## config.mk

```make
export PLATFORM = sky130hd
export DESIGN_NAME = draw_scheduler_flat
export DESIGN_NICKNAME = d
export VERILOG_FILES = /design/src/rtl/draw_scheduler_pkg.sv /design/src/rtl/draw_scheduler_if.sv /design/src/rtl/draw_scheduler_port_mux.sv /design/src/rtl/draw_scheduler.sv /design/src/flat_wrapper.sv
export SDC_FILE = /design/constraint.sdc
export NUM_CORES = 1
export LEC_CHECK = 0
export CAP_MARGIN = 40
export CORE_ASPECT_RATIO = 0.7
export CORE_UTILIZATION = 40
export CTS_CLUSTER_DIAMETER = 100
export DETAILED_ROUTE_END_ITERATION = 8
export PLACE_DENSITY = 0.81
export SETUP_SLACK_MARGIN = 0.5
export SYNTH_ARGS = -nofsm -noshare
export SYNTH_HDL_FRONTEND = slang
export SYNTH_HIERARCHICAL = 1
export SYNTH_SLANG_ARGS = --single-unit
```

## constraint.sdc

```tcl
create_clock -name clk -period 2.3 [get_ports clk]
set_clock_uncertainty 0.15 [all_clocks]
set_input_delay 0.575 -clock clk [delete_from_list [all_inputs] [get_ports clk]]
set_output_delay 0.575 -clock clk [all_outputs]
set_load 0.05 [all_outputs]
```

## src/rtl/draw_scheduler_pkg.sv

```systemverilog
// Shared definitions for the draw scheduler: slot/state encodings and pixel bus widths.
// Latency: n/a (types and constants only).
// Backpressure: n/a.
package draw_scheduler_pkg;

    localparam int COORD_W   = 10;
    localparam int COLOUR_W  = 3;
    localparam int NUM_SLOTS = 3;

    localparam logic [COLOUR_W-1:0] BLACK = 3'b000;

    // Fixed grant order within a pass: ball, bricks, platform.
    typedef enum logic [1:0] {
        SLOT_BALL  = 2'd0,
        SLOT_BRICK = 2'd1,
        SLOT_PLAT  = 2'd2
    } slot_t;

    typedef enum logic [2:0] {
        S_IDLE       = 3'd0,
        S_GO         = 3'd1,
        S_WAIT       = 3'd2,
        S_NEXT       = 3'd3,
        S_LOGIC      = 3'd4,
        S_LOGIC_WAIT = 3'd5
    } state_t;

endpackage

```

## src/rtl/draw_scheduler_if.sv

```systemverilog
// One drawer channel: go/done handshake plus that drawer's pixel write request.
// Latency: n/a (wires only).
// Backpressure: none; the scheduler grants one channel at a time via go.
// Ports: go (scheduler->drawer), done, x, y, colour, en (drawer->scheduler).
interface draw_scheduler_if;
    import draw_scheduler_pkg::*;

    logic                go;
    logic                done;
    logic [COORD_W-1:0]  x;
    logic [COORD_W-1:0]  y;
    logic [COLOUR_W-1:0] colour;
    logic                en;

    modport master (output go, input done, input x, input y, input colour, input en);
    modport slave  (input go, output done, output x, output y, output colour, output en);
endinterface

```

## src/rtl/draw_scheduler_port_mux.sv

```systemverilog
// Combinational pixel-port mux: forwards the granted drawer's pixel to the VGA write port.
// Latency: 0 cycles (pure combinational).
// Backpressure: none; ungranted drawers are simply not forwarded.
// Ports: slot/grant/iscolour select, per-slot xs/ys/colours/ens in, x/y/colour/write_en out.
module draw_scheduler_port_mux
    import draw_scheduler_pkg::*;
(
    input  slot_t                               slot,
    input  logic                                grant,
    input  logic                                iscolour,
    input  logic [NUM_SLOTS-1:0][COORD_W-1:0]   xs,
    input  logic [NUM_SLOTS-1:0][COORD_W-1:0]   ys,
    input  logic [NUM_SLOTS-1:0][COLOUR_W-1:0]  colours,
    input  logic [NUM_SLOTS-1:0]                ens,
    output logic [COORD_W-1:0]                  x,
    output logic [COORD_W-1:0]                  y,
    output logic [COLOUR_W-1:0]                 colour,
    output logic                                write_en
);

    logic [COORD_W-1:0]  sel_x;
    logic [COORD_W-1:0]  sel_y;
    logic [COLOUR_W-1:0] sel_colour;
    logic                sel_en;

    always_comb begin
        sel_x      = xs[0];
        sel_y      = ys[0];
        sel_colour = colours[0];
        sel_en     = ens[0];
        case (slot)
            SLOT_BRICK: begin
                sel_x      = xs[1];
                sel_y      = ys[1];
                sel_colour = colours[1];
                sel_en     = ens[1];
            end
            SLOT_PLAT: begin
                sel_x      = xs[2];
                sel_y      = ys[2];
                sel_colour = colours[2];
                sel_en     = ens[2];
            end
            default: ;
        endcase
    end

    // Outside a grant the port reads all-zero so nothing stray reaches the frame buffer.
    // The erase pass paints with the drawer's own coordinates but always in black.
    assign x        = grant ? sel_x : '0;
    assign y        = grant ? sel_y : '0;
    assign colour   = (grant && iscolour) ? sel_colour : BLACK;
    assign write_en = grant & sel_en;

endmodule

```

## src/rtl/draw_scheduler.sv

```systemverilog
// Frame sequencer owning the VGA write port: erase pass, logic window, colour pass, with a per-drawer watchdog.
// Latency: frame_tick in idle -> go_ball 2 cycles later; go/inc_enable/timeout_err/frame_overrun are registered pulses.
// Backpressure: none upstream; one frame request is queued while busy, further requests are dropped and flagged.
// Ports: clk, reset; frame_tick in; ball/bricks/plat drawer channels; x, y, colour, writeEn, iscolour,
//        inc_enable, busy, timeout_err, frame_overrun out.
module draw_scheduler
    import draw_scheduler_pkg::*;
#(
    parameter int TIMEOUT          = 4096,
    parameter int LOGIC_CYCLES     = 12,
    parameter bit SKIP_BRICK_ERASE = 1'b1
)(
    input  logic                   clk,
    input  logic                   reset,
    input  logic                   frame_tick,
    draw_scheduler_if.master       ball,
    draw_scheduler_if.master       bricks,
    draw_scheduler_if.master       plat,
    output logic [COORD_W-1:0]     x,
    output logic [COORD_W-1:0]     y,
    output logic [COLOUR_W-1:0]    colour,
    output logic                   writeEn,
    output logic                   iscolour,
    output logic                   inc_enable,
    output logic                   busy,
    output logic                   timeout_err,
    output logic                   frame_overrun
);

    // One counter serves both the drawer watchdog and the logic window.
    localparam int CNT_MAX = (TIMEOUT > LOGIC_CYCLES) ? TIMEOUT : LOGIC_CYCLES;
    localparam int CNT_W   = $clog2(CNT_MAX + 1);
    localparam logic [CNT_W-1:0] TMO_LAST   = CNT_W'(TIMEOUT - 1);
    localparam logic [CNT_W-1:0] LOGIC_LAST = CNT_W'(LOGIC_CYCLES - 1);

    state_t           state, state_nxt;
    slot_t            slot, slot_nxt;
    logic             iscolour_nxt;
    logic             pending, pending_nxt;
    logic [CNT_W-1:0] cnt, cnt_nxt;
    logic             go_fire, inc_fire, tmo_fire, ovr_fire;
    logic             done_sel;
    logic             go_ball_q, go_bricks_q, go_plat_q;

    assign busy      = (state != S_IDLE);
    assign ball.go   = go_ball_q;
    assign bricks.go = go_bricks_q;
    assign plat.go   = go_plat_q;

    // Only the granted drawer's done is looked at.
    always_comb begin
        case (slot)
            SLOT_BRICK: done_sel = bricks.done;
            SLOT_PLAT:  done_sel = plat.done;
            default:    done_sel = ball.done;
        endcase
    end

    always_comb begin
        state_nxt    = state;
        slot_nxt     = slot;
        iscolour_nxt = iscolour;
        cnt_nxt      = cnt;
        go_fire      = 1'b0;
        inc_fire     = 1'b0;
        tmo_fire     = 1'b0;
        case (state)
            S_IDLE: begin
                if (pending || frame_tick) begin
                    state_nxt    = S_GO;
                    slot_nxt     = SLOT_BALL;
                    iscolour_nxt = 1'b0;
                end
            end
            S_GO: begin
                go_fire   = 1'b1;
                cnt_nxt   = '0;
                state_nxt = S_WAIT;
            end
            S_WAIT: begin
                // A done on the last watchdog cycle still counts as a clean finish.
                if (done_sel) begin
                    state_nxt = S_NEXT;
                end else if (cnt == TMO_LAST) begin
                    tmo_fire  = 1'b1;
                    state_nxt = S_NEXT;
                end else begin
                    cnt_nxt = cnt + 1'b1;
                end
            end
            S_NEXT: begin
                case (slot)
                    SLOT_BALL: begin
                        state_nxt = S_GO;
                        slot_nxt  = (!iscolour && SKIP_BRICK_ERASE) ? SLOT_PLAT : SLOT_BRICK;
                    end
                    SLOT_BRICK: begin
                        state_nxt = S_GO;
                        slot_nxt  = SLOT_PLAT;
                    end
                    default: state_nxt = iscolour ? S_IDLE : S_LOGIC;
                endcase
            end
            S_LOGIC: begin
                inc_fire  = 1'b1;
                cnt_nxt   = '0;
                state_nxt = S_LOGIC_WAIT;
            end
            S_LOGIC_WAIT: begin
                if (cnt == LOGIC_LAST) begin
                    iscolour_nxt = 1'b1;
                    slot_nxt     = SLOT_BALL;
                    state_nxt    = S_GO;
                end else begin
                    cnt_nxt = cnt + 1'b1;
                end
            end
            default: state_nxt = S_IDLE;
        endcase
    end

    // One-deep frame request queue. In idle a queued request is consumed while a
    // simultaneous new tick takes its place, so neither is lost.
    always_comb begin
        pending_nxt = pending;
        ovr_fire    = 1'b0;
        if (state == S_IDLE) begin
            if (pending) begin
                pending_nxt = frame_tick;
            end
        end else if (frame_tick) begin
            if (pending) begin
                ovr_fire = 1'b1;
            end else begin
                pending_nxt = 1'b1;
            end
        end
    end

    always_ff @(posedge clk or posedge reset) begin
        if (reset) begin
            state         <= S_IDLE;
            slot          <= SLOT_BALL;
            iscolour      <= 1'b0;
            pending       <= 1'b0;
            cnt           <= '0;
            go_ball_q     <= 1'b0;
            go_bricks_q   <= 1'b0;
            go_plat_q     <= 1'b0;
            inc_enable    <= 1'b0;
            timeout_err   <= 1'b0;
            frame_overrun <= 1'b0;
        end else begin
            state         <= state_nxt;
            slot          <= slot_nxt;
            iscolour      <= iscolour_nxt;
            pending       <= pending_nxt;
            cnt           <= cnt_nxt;
            go_ball_q     <= go_fire && (slot == SLOT_BALL);
            go_bricks_q   <= go_fire && (slot == SLOT_BRICK);
            go_plat_q     <= go_fire && (slot == SLOT_PLAT);
            inc_enable    <= inc_fire;
            timeout_err   <= tmo_fire;
            frame_overrun <= ovr_fire;
        end
    end

    draw_scheduler_port_mux u_port_mux (
        .slot     (slot),
        .grant    ((state == S_GO) || (state == S_WAIT)),
        .iscolour (iscolour),
        .xs       ({plat.x, bricks.x, ball.x}),
        .ys       ({plat.y, bricks.y, ball.y}),
        .colours  ({plat.colour, bricks.colour, ball.colour}),
        .ens      ({plat.en, bricks.en, ball.en}),
        .x        (x),
        .y        (y),
        .colour   (colour),
        .write_en (writeEn)
    );

endmodule

```

## src/flat_wrapper.sv

```systemverilog
// flat-port wrapper written by rule: the top's interface ports become plain ports
module draw_scheduler_flat import draw_scheduler_pkg::*;
#(
    parameter int TIMEOUT          = 4096,
    parameter int LOGIC_CYCLES     = 12,
    parameter bit SKIP_BRICK_ERASE = 1'b1
)
  (clk, reset, frame_tick, x, y, colour, writeEn, iscolour, inc_enable, busy, timeout_err, frame_overrun, ball_go, ball_done, ball_x, ball_y, ball_colour, ball_en, bricks_go, bricks_done, bricks_x, bricks_y, bricks_colour, bricks_en, plat_go, plat_done, plat_x, plat_y, plat_colour, plat_en);
  draw_scheduler_if ball_i ();
  draw_scheduler_if bricks_i ();
  draw_scheduler_if plat_i ();
  input  logic clk;
  input  logic reset;
  input  logic frame_tick;
  output logic [COORD_W-1:0] x;
  output logic [COORD_W-1:0] y;
  output logic [COLOUR_W-1:0] colour;
  output logic writeEn;
  output logic iscolour;
  output logic inc_enable;
  output logic busy;
  output logic timeout_err;
  output logic frame_overrun;
  output wire logic [$bits(ball_i.go)-1:0] ball_go;
  input wire logic [$bits(ball_i.done)-1:0] ball_done;
  input wire logic [$bits(ball_i.x)-1:0] ball_x;
  input wire logic [$bits(ball_i.y)-1:0] ball_y;
  input wire logic [$bits(ball_i.colour)-1:0] ball_colour;
  input wire logic [$bits(ball_i.en)-1:0] ball_en;
  output wire logic [$bits(bricks_i.go)-1:0] bricks_go;
  input wire logic [$bits(bricks_i.done)-1:0] bricks_done;
  input wire logic [$bits(bricks_i.x)-1:0] bricks_x;
  input wire logic [$bits(bricks_i.y)-1:0] bricks_y;
  input wire logic [$bits(bricks_i.colour)-1:0] bricks_colour;
  input wire logic [$bits(bricks_i.en)-1:0] bricks_en;
  output wire logic [$bits(plat_i.go)-1:0] plat_go;
  input wire logic [$bits(plat_i.done)-1:0] plat_done;
  input wire logic [$bits(plat_i.x)-1:0] plat_x;
  input wire logic [$bits(plat_i.y)-1:0] plat_y;
  input wire logic [$bits(plat_i.colour)-1:0] plat_colour;
  input wire logic [$bits(plat_i.en)-1:0] plat_en;
  assign ball_go = ball_i.go;
  assign ball_i.done = ball_done;
  assign ball_i.x = ball_x;
  assign ball_i.y = ball_y;
  assign ball_i.colour = ball_colour;
  assign ball_i.en = ball_en;
  assign bricks_go = bricks_i.go;
  assign bricks_i.done = bricks_done;
  assign bricks_i.x = bricks_x;
  assign bricks_i.y = bricks_y;
  assign bricks_i.colour = bricks_colour;
  assign bricks_i.en = bricks_en;
  assign plat_go = plat_i.go;
  assign plat_i.done = plat_done;
  assign plat_i.x = plat_x;
  assign plat_i.y = plat_y;
  assign plat_i.colour = plat_colour;
  assign plat_i.en = plat_en;
  draw_scheduler #(.TIMEOUT(TIMEOUT), .LOGIC_CYCLES(LOGIC_CYCLES), .SKIP_BRICK_ERASE(SKIP_BRICK_ERASE)) u_core (.clk(clk), .reset(reset), .frame_tick(frame_tick), .ball(ball_i), .bricks(bricks_i), .plat(plat_i), .x(x), .y(y), .colour(colour), .writeEn(writeEn), .iscolour(iscolour), .inc_enable(inc_enable), .busy(busy), .timeout_err(timeout_err), .frame_overrun(frame_overrun));
endmodule
```

==> results of run 1 <==
==> registers in the layout (all words and copies together), names as in the netlist <==
| signal | count |
|---|---|
| u_core/bricks.go | 1 |
| u_core/iscolour | 1 |
| u_core/frame_overrun | 1 |
| u_core/plat.go | 1 |
| u_core/ball.go | 1 |
| u_core/pending | 1 |
| u_core/cnt | 13 |
| u_core/timeout_err | 1 |
| u_core/state | 3 |
| u_core/inc_enable | 1 |
| u_core/slot | 2 |
==> final timing paths <==
path                                            start                           to  slack [ps]  cells past startpoint
setup / recovery           u_core/slot[0]$_DFFE_PP0P_    u_core/cnt[3]$_DFFE_PP0P_        -290                     12
hold / removal             u_core/cnt[12]$_DFFE_PP0P_   u_core/cnt[12]$_DFFE_PP0P_         430                      1
setup reg to reg           u_core/slot[0]$_DFFE_PP0P_    u_core/cnt[3]$_DFFE_PP0P_        -290                     12
hold reg to reg            u_core/cnt[12]$_DFFE_PP0P_   u_core/cnt[12]$_DFFE_PP0P_         430                      1
max in group asynchronous                       reset  u_core/state[1]$_DFFE_PP0P_        1220                      3
min in group asynchronous                       reset    u_core/cnt[4]$_DFFE_PP0P_         510                      3
==> logic make-up after synthesis <==
logic type,Yosys count,share of synthesized area [%]
XOR/XNOR,2,0.820
buffers and inverters,27,8.08
flip-flops,26,30.5
AO/OA/AOI/OAI,65,24.3
adder cells (fa/ha/maj),8,4.57
AND/OR/NAND/NOR,112,30.3
multiplexers,3,1.46
==> placed cells by master, fill, tap and decap left out, types with 3 or more instances in the layout <==
cell / n
nor2_1: 11
a221oi_2: 4
and3_1: 4
or2b_1: 6
clkdlybuf4s50_1: 77
inv_1: 6
nor2b_1: 4
o22ai_1: 3
a22o_1: 11
clkdlybuf4s15_2: 6
clkbuf_8: 4
and2_1: 3
nand4_1: 3
o21ai_0: 8
buf_6: 13
ha_4: 4
nand3_1: 5
nand2_1: 11
nor3_4: 4
o21ai_1: 4
nor3_1: 4
dfrtp_1: 23
buf_12: 26
buf_4: 27
nand2b_1: 15
a221o_1: 21
dfrtp_2: 3
and3_4: 22
nor2b_4: 3
==> worst reg2reg max path: cells and delay by family, from the launching register on <==
kind / cells / cell delay (ps)
AOI/OAI and AO/OA: 3 / 490
muxes: 1 / 210
and+or+nand+nor: 1 / 320
buffers and inverters: 6 / 760
DFF: 1 / 450
adders and majority gates: 1 / 150
==> through the flow <==
step	setup WS [ps]	instance area (um^2)	hold slack [ps]	total power [mW]	cells
3_3_place_gp	-173	3860	389	5.63	429
4_1_cts	-238	4190	427	6.42	447
5_1_grt	-323	4250	469	6.87	449
6_report	-288	4250	434	6.59	449
2_1_floorplan	62.1	2420	324	3.85	243
3_5_place_dp	-218	3860	418	5.73	429
==> power groups by stage <==
stage | logic (mW) | clock network [mW] | registers (mW)
finish | 5.58 | 0.286 | 0.719
global route | 5.82 | 0.315 | 0.731
CTS | 5.42 | 0.296 | 0.704
detailed placement | 5.03 | 0 | 0.709
global placement | 4.93 | 0 | 0.696
floorplan | 3.14 | 0 | 0.716
==> metal layers <==
layer	routed length, um	part of all wire [%]
met3	1010	11
met1	3580	38
met4	375	4.0
met5	0	0
met2	4480	47
==> layout make-up <==
type                            instances  share of cell area (%)
Clock buffer                            4                    1.29
Inverter                                8                   0.706
Tap cell                               69                    2.03
Timing Repair Buffer                  152                    41.4
Multi-Input combinational cell        190                    39.1
Sequential cell                        26                    15.4
==> what timing repair did <==
item,in CTS,in global routing
resized for setup,61,8
hold buffers,0,0
setup endpoints to repair,47,44
hold endpoints to repair,0,0
buffers inserted,13,1
cloned,1,1
pin swaps,15,17
==> flow_summary.yaml, run 1 <==
cells_and_area:
  final_util_pct: 85.7
  areaGrowthSynthToFinish_pct: 99.2
  multi_input_area_um2: 1670
  fillers: 232
  diodes: 0
  drive_above_1_share_pct: 37.9
  regArea_um2: 654
  fin_nets: 466
drt:
  wl_um: 9450
  vias: 2741
  firstDrtPassIters: 5
  drc: 0
  drt_iter0_drc: 257
  wire_per_inst_um: 21.0
  drt-vias-per-instance: 6.10
  ant_nets: 0
synth:
  synthCells: 243
  synth-edff-count: 0
  synth.largest_area_cell: "dfrtp_1"
  synthTopCellsByArea: "dfrtp_1 30%, a221o_1 9.8%, and3_1 7.6%, a22o_1 4.5%, nand2b_1 4.4%"
  async_flop_share_pct: 100
  syn-cell-area_um2: 2140
  avgSynthCellArea_um2: 8.79
  syn-num-nets: 328
  yosysUniqueCellTypes: 43
  yosysSeqAreaShare_pct: 30.5
  netlist_top_cells_count: "26 x and3_1, 26 x dfrtp_1, 21 x a221o_1"
  synth_flop_cell: "dfrtp_1"
  synth_top_area_share_pct: 30.5
  ys_warn_count: 6
  ys_ff_latch: 26
worst_setup_path:
  cp_top_family: "buffers and inverters"
  slowest_delay_ps: 450
  timing.critical_path.buf_inv: 6
  crit_type: "register to register"
  path_cells: "buf_4 > buf_6 > buf_6 > buf_6 > ha_4 > a22o_1 > mux2i_2 > and4_4 > buf_6 > a21o_1 > buf_6 > a22o_1"
  cp-end-kind: "register"
  crit_path_max_fanout: 6
  slowest_stage: "dfrtp_1"
  cp-start-kind: "register"
  cp.required_ps: 2350
  arrival_ps: 2640
  worst_path_most_repeated_cell: "buf_6"
power_and_ir_drop:
  p_clk_share_pct: 4.3
  sw_frac_of_total_pct: 46.5
  leakage_nw: 1.82
  pwr-share-comb_pct: 84.7
  internal_power_mw: 3.53
  seqPwrFrac_pct: 10.9
  power_density_nw_per_um2: 1550
  switching_power_mw: 3.06
  peakVddDrop_mv: 1.22
grt:
  grtUsageMet1_pct: 39.9
  grt_max_degree: 27
  grt.busiest_layer: "met2"
  gr-total-overflow: 0
  met2_usage_pct: 53.2
  grt_pass1_vias: 2710
  use_met3_pct: 8.26
  antenna_found_initial: 0
  grt_pass1_wl_um: 13800
  grt_use_total_pct: 32.1
floorplanning:
  coreArea_um2: 4970
  die_area_um2: 5640
  row_count: 21
  die_h_um: 63.1
  num_io_pins: 110
  die_w_um: 89.3
  start_util_pct: 43.0
clock_network:
  cts-htree-levels: 1
  cts_buffers: 3
  clk_path_buf_depth: 2
  clk_pin_slew_worst_paths_ps: 80
  cts_num_sinks: 26
  cts-root-buf: "clkbuf_8"
  clock_latency_ps: 270
  cts_tree: "built"
timing:
  rsz0062_at_grt: "true"
  slew_headroom_pct: 66.3
  worstMarginPinSlew_ps: 505
  slew_violations: 0
  max_freq_mhz: 386
  period_needed_ps: 2590
  setup_tns_ps: -9430
  hold_violations: 0
  setup_viol: 37
  finalWorstSetupSlack_ps: -288
  period_share_pct: 113
hold_path:
  hold_path_class: "register to register"
status:
  outcome: "complete, but fails checks"
  violations: "setup timing"
placed_design:
  place_congestion: 0.923
  hpwlAfterDp_um: 6140
  io_buffers: 109
flow_run:
  drv_cap: 0
No activity file was read; power rests on OpenSTA's default activity.
==> run 2: changes to the inputs <==
RECOVER_POWER = 25   (was unset)
==> run 2 against run 1 <==
  * The run still ends with setup timing left
  * Non-clock buffer count is the same
  * Final cell count unchanged
  * Design area is 0.50% lower
  * Count of clock-buffer cells in the layout unchanged
  * Critical path type unchanged
  * Critical endpoint unchanged
  * Largest power group unchanged
  * Highest routed layer unchanged
==> flow_summary.yaml, run 2 (synthesized netlist as in run 1, its figures left out) <==
timing:
  hold_violations: 0
  worstMarginPinSlew_ps: 648
  period_share_pct: 113
  slew_violations: 0
  finalWorstSetupSlack_ps: -293
  holdWs_ps: 439
  rsz0062_at_grt: "true"
  slew_headroom_pct: 56.8
  max_freq_mhz: 386
  period_needed_ps: 2590
  setup_viol: 37
worst_setup_path:
  worst_path_most_repeated_cell: "buf_6"
  cp-end-kind: "register"
  reg2reg_slack_ps: -290
  arrival_ps: 2650
  cp.required_ps: 2350
  rr_worst_depth: 12
  slowest_stage: "dfrtp_1"
  crit_type: "register to register"
  slowest_delay_ps: 450
  reg2reg_from: "u_core/slot[0]$_DFFE_PP0P_"
  cp-start-kind: "register"
  crit_path_max_fanout: 6
  path_cells: "buf_4 > buf_6 > buf_6 > buf_6 > ha_4 > a22o_1 > mux2i_2 > and4_4 > buf_6 > a21o_1 > buf_6 > a22o_1"
  reg2reg_to: "u_core/cnt[3]$_DFFE_PP0P_"
grt:
  grt_max_degree: 27
  grt_pass1_vias: 2710
  grt_pass1_wl_um: 13800
  antenna_found_initial: 0
  grt_use_total_pct: 32.1
  gr-total-overflow: 0
drt:
  wire_per_inst_um: 21.1
  drt_iter0_drc: 262
  vias: 2753
  wl_um: 9470
  ant_nets: 0
  firstDrtPassIters: 6
  drt-vias-per-instance: 6.13
  drc: 0
cells_and_area:
  fin_nets: 466
  areaGrowthSynthToFinish_pct: 98.2
  drive_above_1_share_pct: 37.6
  stdcell_count: 449
  regMostFlops: "u_core/cnt"
  final_util_pct: 85.2
  largest_reg_flops: 13
  top_regs: "u_core/cnt: 13 flops, u_core/state: 3 flops, u_core/slot: 2 flops"
  final_cell_mix: "76 x clkdlybuf4s50_1, 26 x buf_12, 26 x buf_4"
  layout_commonest_cell: "clkdlybuf4s50_1"
  diodes: 0
clock_network:
  cts_buffers: 3
  clk_path_buf_depth: 2
  cts-htree-levels: 1
  cts_num_sinks: 26
  cts-root-buf: "clkbuf_8"
  cts_tree: "built"
  holdBufCountCts: 0
  clock_latency_ps: 270
  clk_pin_slew_worst_paths_ps: 80
hold_path:
  hold_path_class: "register to register"
  hold_depth: 1
  hold-path-endpoint: "u_core/cnt[12]$_DFFE_PP0P_"
  hp-start: "u_core/cnt[12]$_DFFE_PP0P_"
floorplanning:
  num_io_pins: 110
  row_count: 21
  die_w_um: 89.3
  coreArea_um2: 4970
  die_area_um2: 5640
  start_util_pct: 43.0
  die_h_um: 63.1
power_and_ir_drop:
  peakVddDrop_mv: 1.10
  total_power_mw: 6.55
  leakage_nw: 1.81
  power_density_nw_per_um2: 1550
status:
  violations: "setup timing"
  outcome: "complete, but fails checks"
placed_design:
  dp_cells: 429
  place_congestion: 0.923
  hpwlAfterDp_um: 6140
  io_buffers: 109
flow_run:
  drv_cap: 0
-- run 2: cell types whose count changed in the layout (fill, tap and decap cells not counted), sizes merged --
cell and delta:
buf -1, dlygate4sd3 +1, clkdlybuf4s50 -1, clkbuf +1
-- run 2: how the worst max path moves through the flow --
stage	startpoint	end	slack [ps]
5_1_grt	u_core/slot[0]$_DFFE_PP0P_	x[2]	-320
3_3_place_gp	plat_done	u_core/cnt[4]$_DFFE_PP0P_	-170
3_5_place_dp	plat_done	u_core/cnt[4]$_DFFE_PP0P_	-220
6_report	u_core/slot[0]$_DFFE_PP0P_	u_core/cnt[3]$_DFFE_PP0P_	-290
2_1_floorplan	u_core/slot[1]$_DFFE_PP0P_	colour[0]	60
4_1_cts	u_core/slot[0]$_DFFE_PP0P_	x[2]	-240
-- run 2: power breakdown --
group | switching, mW | internal [mW]
registers | 0.136 | 0.568
clock network | 0.133 | 0.153
logic | 2.78 | 2.78
-- run 2: per-stage QoR --
| stage | cell area (um^2) | setup slack [ps] | TNS, ps |
|---|---|---|---|
| floorplan | 2420 | 62.1 | 0 |
| global placement | 3860 | -173 | -2980 |
| detailed placement | 3860 | -218 | -3780 |
| CTS | 4190 | -238 | -5140 |
| global route | 4230 | -323 | -10510 |
| finish | 4230 | -293 | -9460 |
-- run 2: critical path: cells and delay by family, from the launching register on --
family                     cells  cell delay [ps]
and+or+nand+nor                1              320
adders and majority gates      1              150
muxes                          1              210
DFF                            1              450
buffers and inverters          6              760
AOI/OAI and AO/OA              3              490
-- run 2: per-layer routing --
| layer | share of wire (%) | track usage [%] | wire [um] | vias up |
|---|---|---|---|---|
| met5 | 0 | 0 | 0 | - |
| met4 | 3.7 | 11.9 | 349 | 0 |
| met3 | 11 | 8.26 | 1060 | 48 |
| met2 | 48 | 53.2 | 4500 | 216 |
| met1 | 38 | 39.9 | 3560 | 1293 |
| li1 | - | - | - | 1196 |
-- run 2: what timing repair did --
item,CTS,global route
pin swaps,15,17
resized for setup,61,8
setup buffers,13,1
endpoints found under the setup margin,47,44
gates cloned,1,1
-- run 2: area by class of cell --
type | count | area (um^2)
inverters | 8 | 30.0
clock buffers | 4 | 55.1
flip-flops and latches | 26 | 654
repair buffers | 152 | 1760
well taps | 69 | 86.3
multi-input cells | 190 | 1650
fillers | 237 | 733
==> run 3: changes to the inputs <==
CORE_MARGIN = 2   (was unset)
SETUP_SLACK_MARGIN = unset   (was 0.5)
clock period = 2.9 ns   (was 2.3 ns; I/O delays follow)
==> run 3 against run 2 <==
  * Total power decreased by 36%
  * Worst hold slack got worse by 21 ps
  * Via count shrank 16%
  * Wire length shrank 22%
  * Combinational power is 38% lower
  * Largest power group unchanged
  * Non-clock buffer count fell by 33
  * The flow now finishes without violations
  * Global-route usage is 8.2 points lower
  * Clock power is 18% lower
  * Design area shrank 16%
  * Sequential cell count is the same
==> flow_summary.yaml, run 3 (synthesized netlist as in run 1, its figures left out) <==
status:
  outcome: "completed"
clock_network:
  cts_buffers: 3
  cts_num_sinks: 26
  cts-root-buf: "clkbuf_8"
  cts_tree: "built"
  clk_path_buf_depth: 2
  clk_pin_slew_worst_paths_ps: 90
  cts-htree-levels: 1
  clock_latency_ps: 270
floorplanning:
  die_area_um2: 5950
  start_util_pct: 41.1
  row_count: 22
  coreArea_um2: 5200
  die_h_um: 65.1
  die_w_um: 91.3
  num_io_pins: 110
drt:
  vias: 2304
  ant_nets: 0
  drt_iter0_drc: 238
  wire_per_inst_um: 17.6
  drt-vias-per-instance: 5.50
  wl_um: 7380
  drc: 0
  firstDrtPassIters: 4
worst_setup_path:
  reg2reg_slack_ps: 410
  arrival_ps: 1940
  reg2reg_to: "u_core/cnt[2]$_DFFE_PP0P_"
  cp.required_ps: 2030
  cp-endpoint: "y[5]"
  reg2reg_from: "u_core/cnt[0]$_DFFE_PP0P_"
  cp-end-kind: "primary output"
  crit_type: "register to primary output"
  cp-start-kind: "register"
  rr_worst_depth: 6
  startpoint: "u_core/slot[0]$_DFFE_PP0P_"
  crit_path_max_fanout: 20
cells_and_area:
  top_regs: "u_core/cnt: 13 flops, u_core/state: 3 flops, u_core/slot: 2 flops"
  diodes: 0
  largest_reg_flops: 13
  fin_nets: 433
  stdcell_count: 419
  areaGrowthSynthToFinish_pct: 66.1
  fillers: 395
  layout_commonest_cell: "clkdlybuf4s50_1"
  drive_above_1_share_pct: 12.7
  final_cell_mix: "84 x clkdlybuf4s50_1, 26 x and3_1, 25 x dfrtp_1"
  final_util_pct: 68.2
  regMostFlops: "u_core/cnt"
placed_design:
  io_buffers: 109
  dp_cells: 414
  place_congestion: 0.879
  hpwlAfterDp_um: 5600
grt:
  grt_use_total_pct: 23.9
  grt_pass1_wl_um: 11300
  grt_pass1_vias: 2053
  gr-total-overflow: 0
  grt_max_degree: 49
  antenna_found_initial: 0
timing:
  hold_violations: 0
  period_share_pct: 97.1
  worstMarginPinSlew_ps: 1400
  max_freq_mhz: 355
  period_needed_ps: 2820
  setup_viol: 0
  setup_tns_ps: 0
  slew_headroom_pct: 6.74
  slew_violations: 0
power_and_ir_drop:
  leakage_nw: 1.55
  internal_power_mw: 2.10
  switching_power_mw: 2.10
  p_clk_share_pct: 5.6
  pwr-share-comb_pct: 82.0
  seqPwrFrac_pct: 12.4
  sw_frac_of_total_pct: 50.0
  peakVddDrop_mv: 0.952
  total_power_mw: 4.20
  power_density_nw_per_um2: 1180
hold_path:
  hold_path_class: "register to register"
flow_run:
  drv_cap: 0
==> run 3: routing by layer <==
layer	GRT usage, %	vias up	wire length (um)
met1	36.0	1083	3470
met2	37.3	96	3450
met4	2.65	0	16
met5	0	-	0
li1	-	1123	-
met3	3.78	2	434
==> run 3: power by group through the flow <==
stage	logic (mW)	registers (mW)	clock network, mW
6_report	3.45	0.520	0.234
5_1_grt	3.63	0.534	0.254
4_1_cts	3.44	0.523	0.238
3_5_place_dp	3.43	0.530	0
3_3_place_gp	3.38	0.523	0
2_1_floorplan	2.00	0.560	0
==> run 3: layout make-up <==
cell class | instances | area [um^2] | area share [%]
well taps | 72 | 90.1 | 2.54
multi-input cells | 190 | 1320 | 37.1
flip-flops and latches | 26 | 652 | 18.4
inverters | 8 | 30.0 | 0.847
repair buffers | 119 | 1400 | 39.5
clock buffers | 4 | 55.1 | 1.55
==> run 3: worst min-delay path by stage <==
stage	start	to	slack (ps)	cells after the start
finish	u_core/cnt[12]$_DFFE_PP0P_	u_core/cnt[12]$_DFFE_PP0P_	420	1
global route	u_core/cnt[12]$_DFFE_PP0P_	u_core/cnt[12]$_DFFE_PP0P_	450	1
CTS	u_core/cnt[12]$_DFFE_PP0P_	u_core/cnt[12]$_DFFE_PP0P_	420	1
detailed placement	u_core/cnt[12]$_DFFE_PP0P_	u_core/cnt[12]$_DFFE_PP0P_	400	1
global placement	u_core/cnt[12]$_DFFE_PP0P_	u_core/cnt[12]$_DFFE_PP0P_	360	1
floorplan	u_core/cnt[12]$_DFFE_PP0P_	u_core/cnt[12]$_DFFE_PP0P_	320	1
==> run 3: worst max-delay path, cell delays in order (launching register included) <==
cell and delay (ps):
dfrtp_2 450, ha_1 270, buf_4 230, a221o_1 360, and3_1 200, buf_12 150
==> run 3: through the flow <==
| step | hold WS [ps] | worst slack [ps] | area, um^2 |
|---|---|---|---|
| floorplan | 324 | -273 | 2140 |
| global placement | 364 | 178 | 3480 |
| detailed placement | 404 | 121 | 3480 |
| CTS | 418 | 49.6 | 3540 |
| global route | 447 | -0.800 | 3550 |
| finish | 419 | 84.0 | 3550 |
==> run 3: timing repair <==
item                                    CTS  global route
setup buffers                             0             1
resized for setup                         0             3
hold buffers                              0             0
endpoints found under the setup margin    0            22
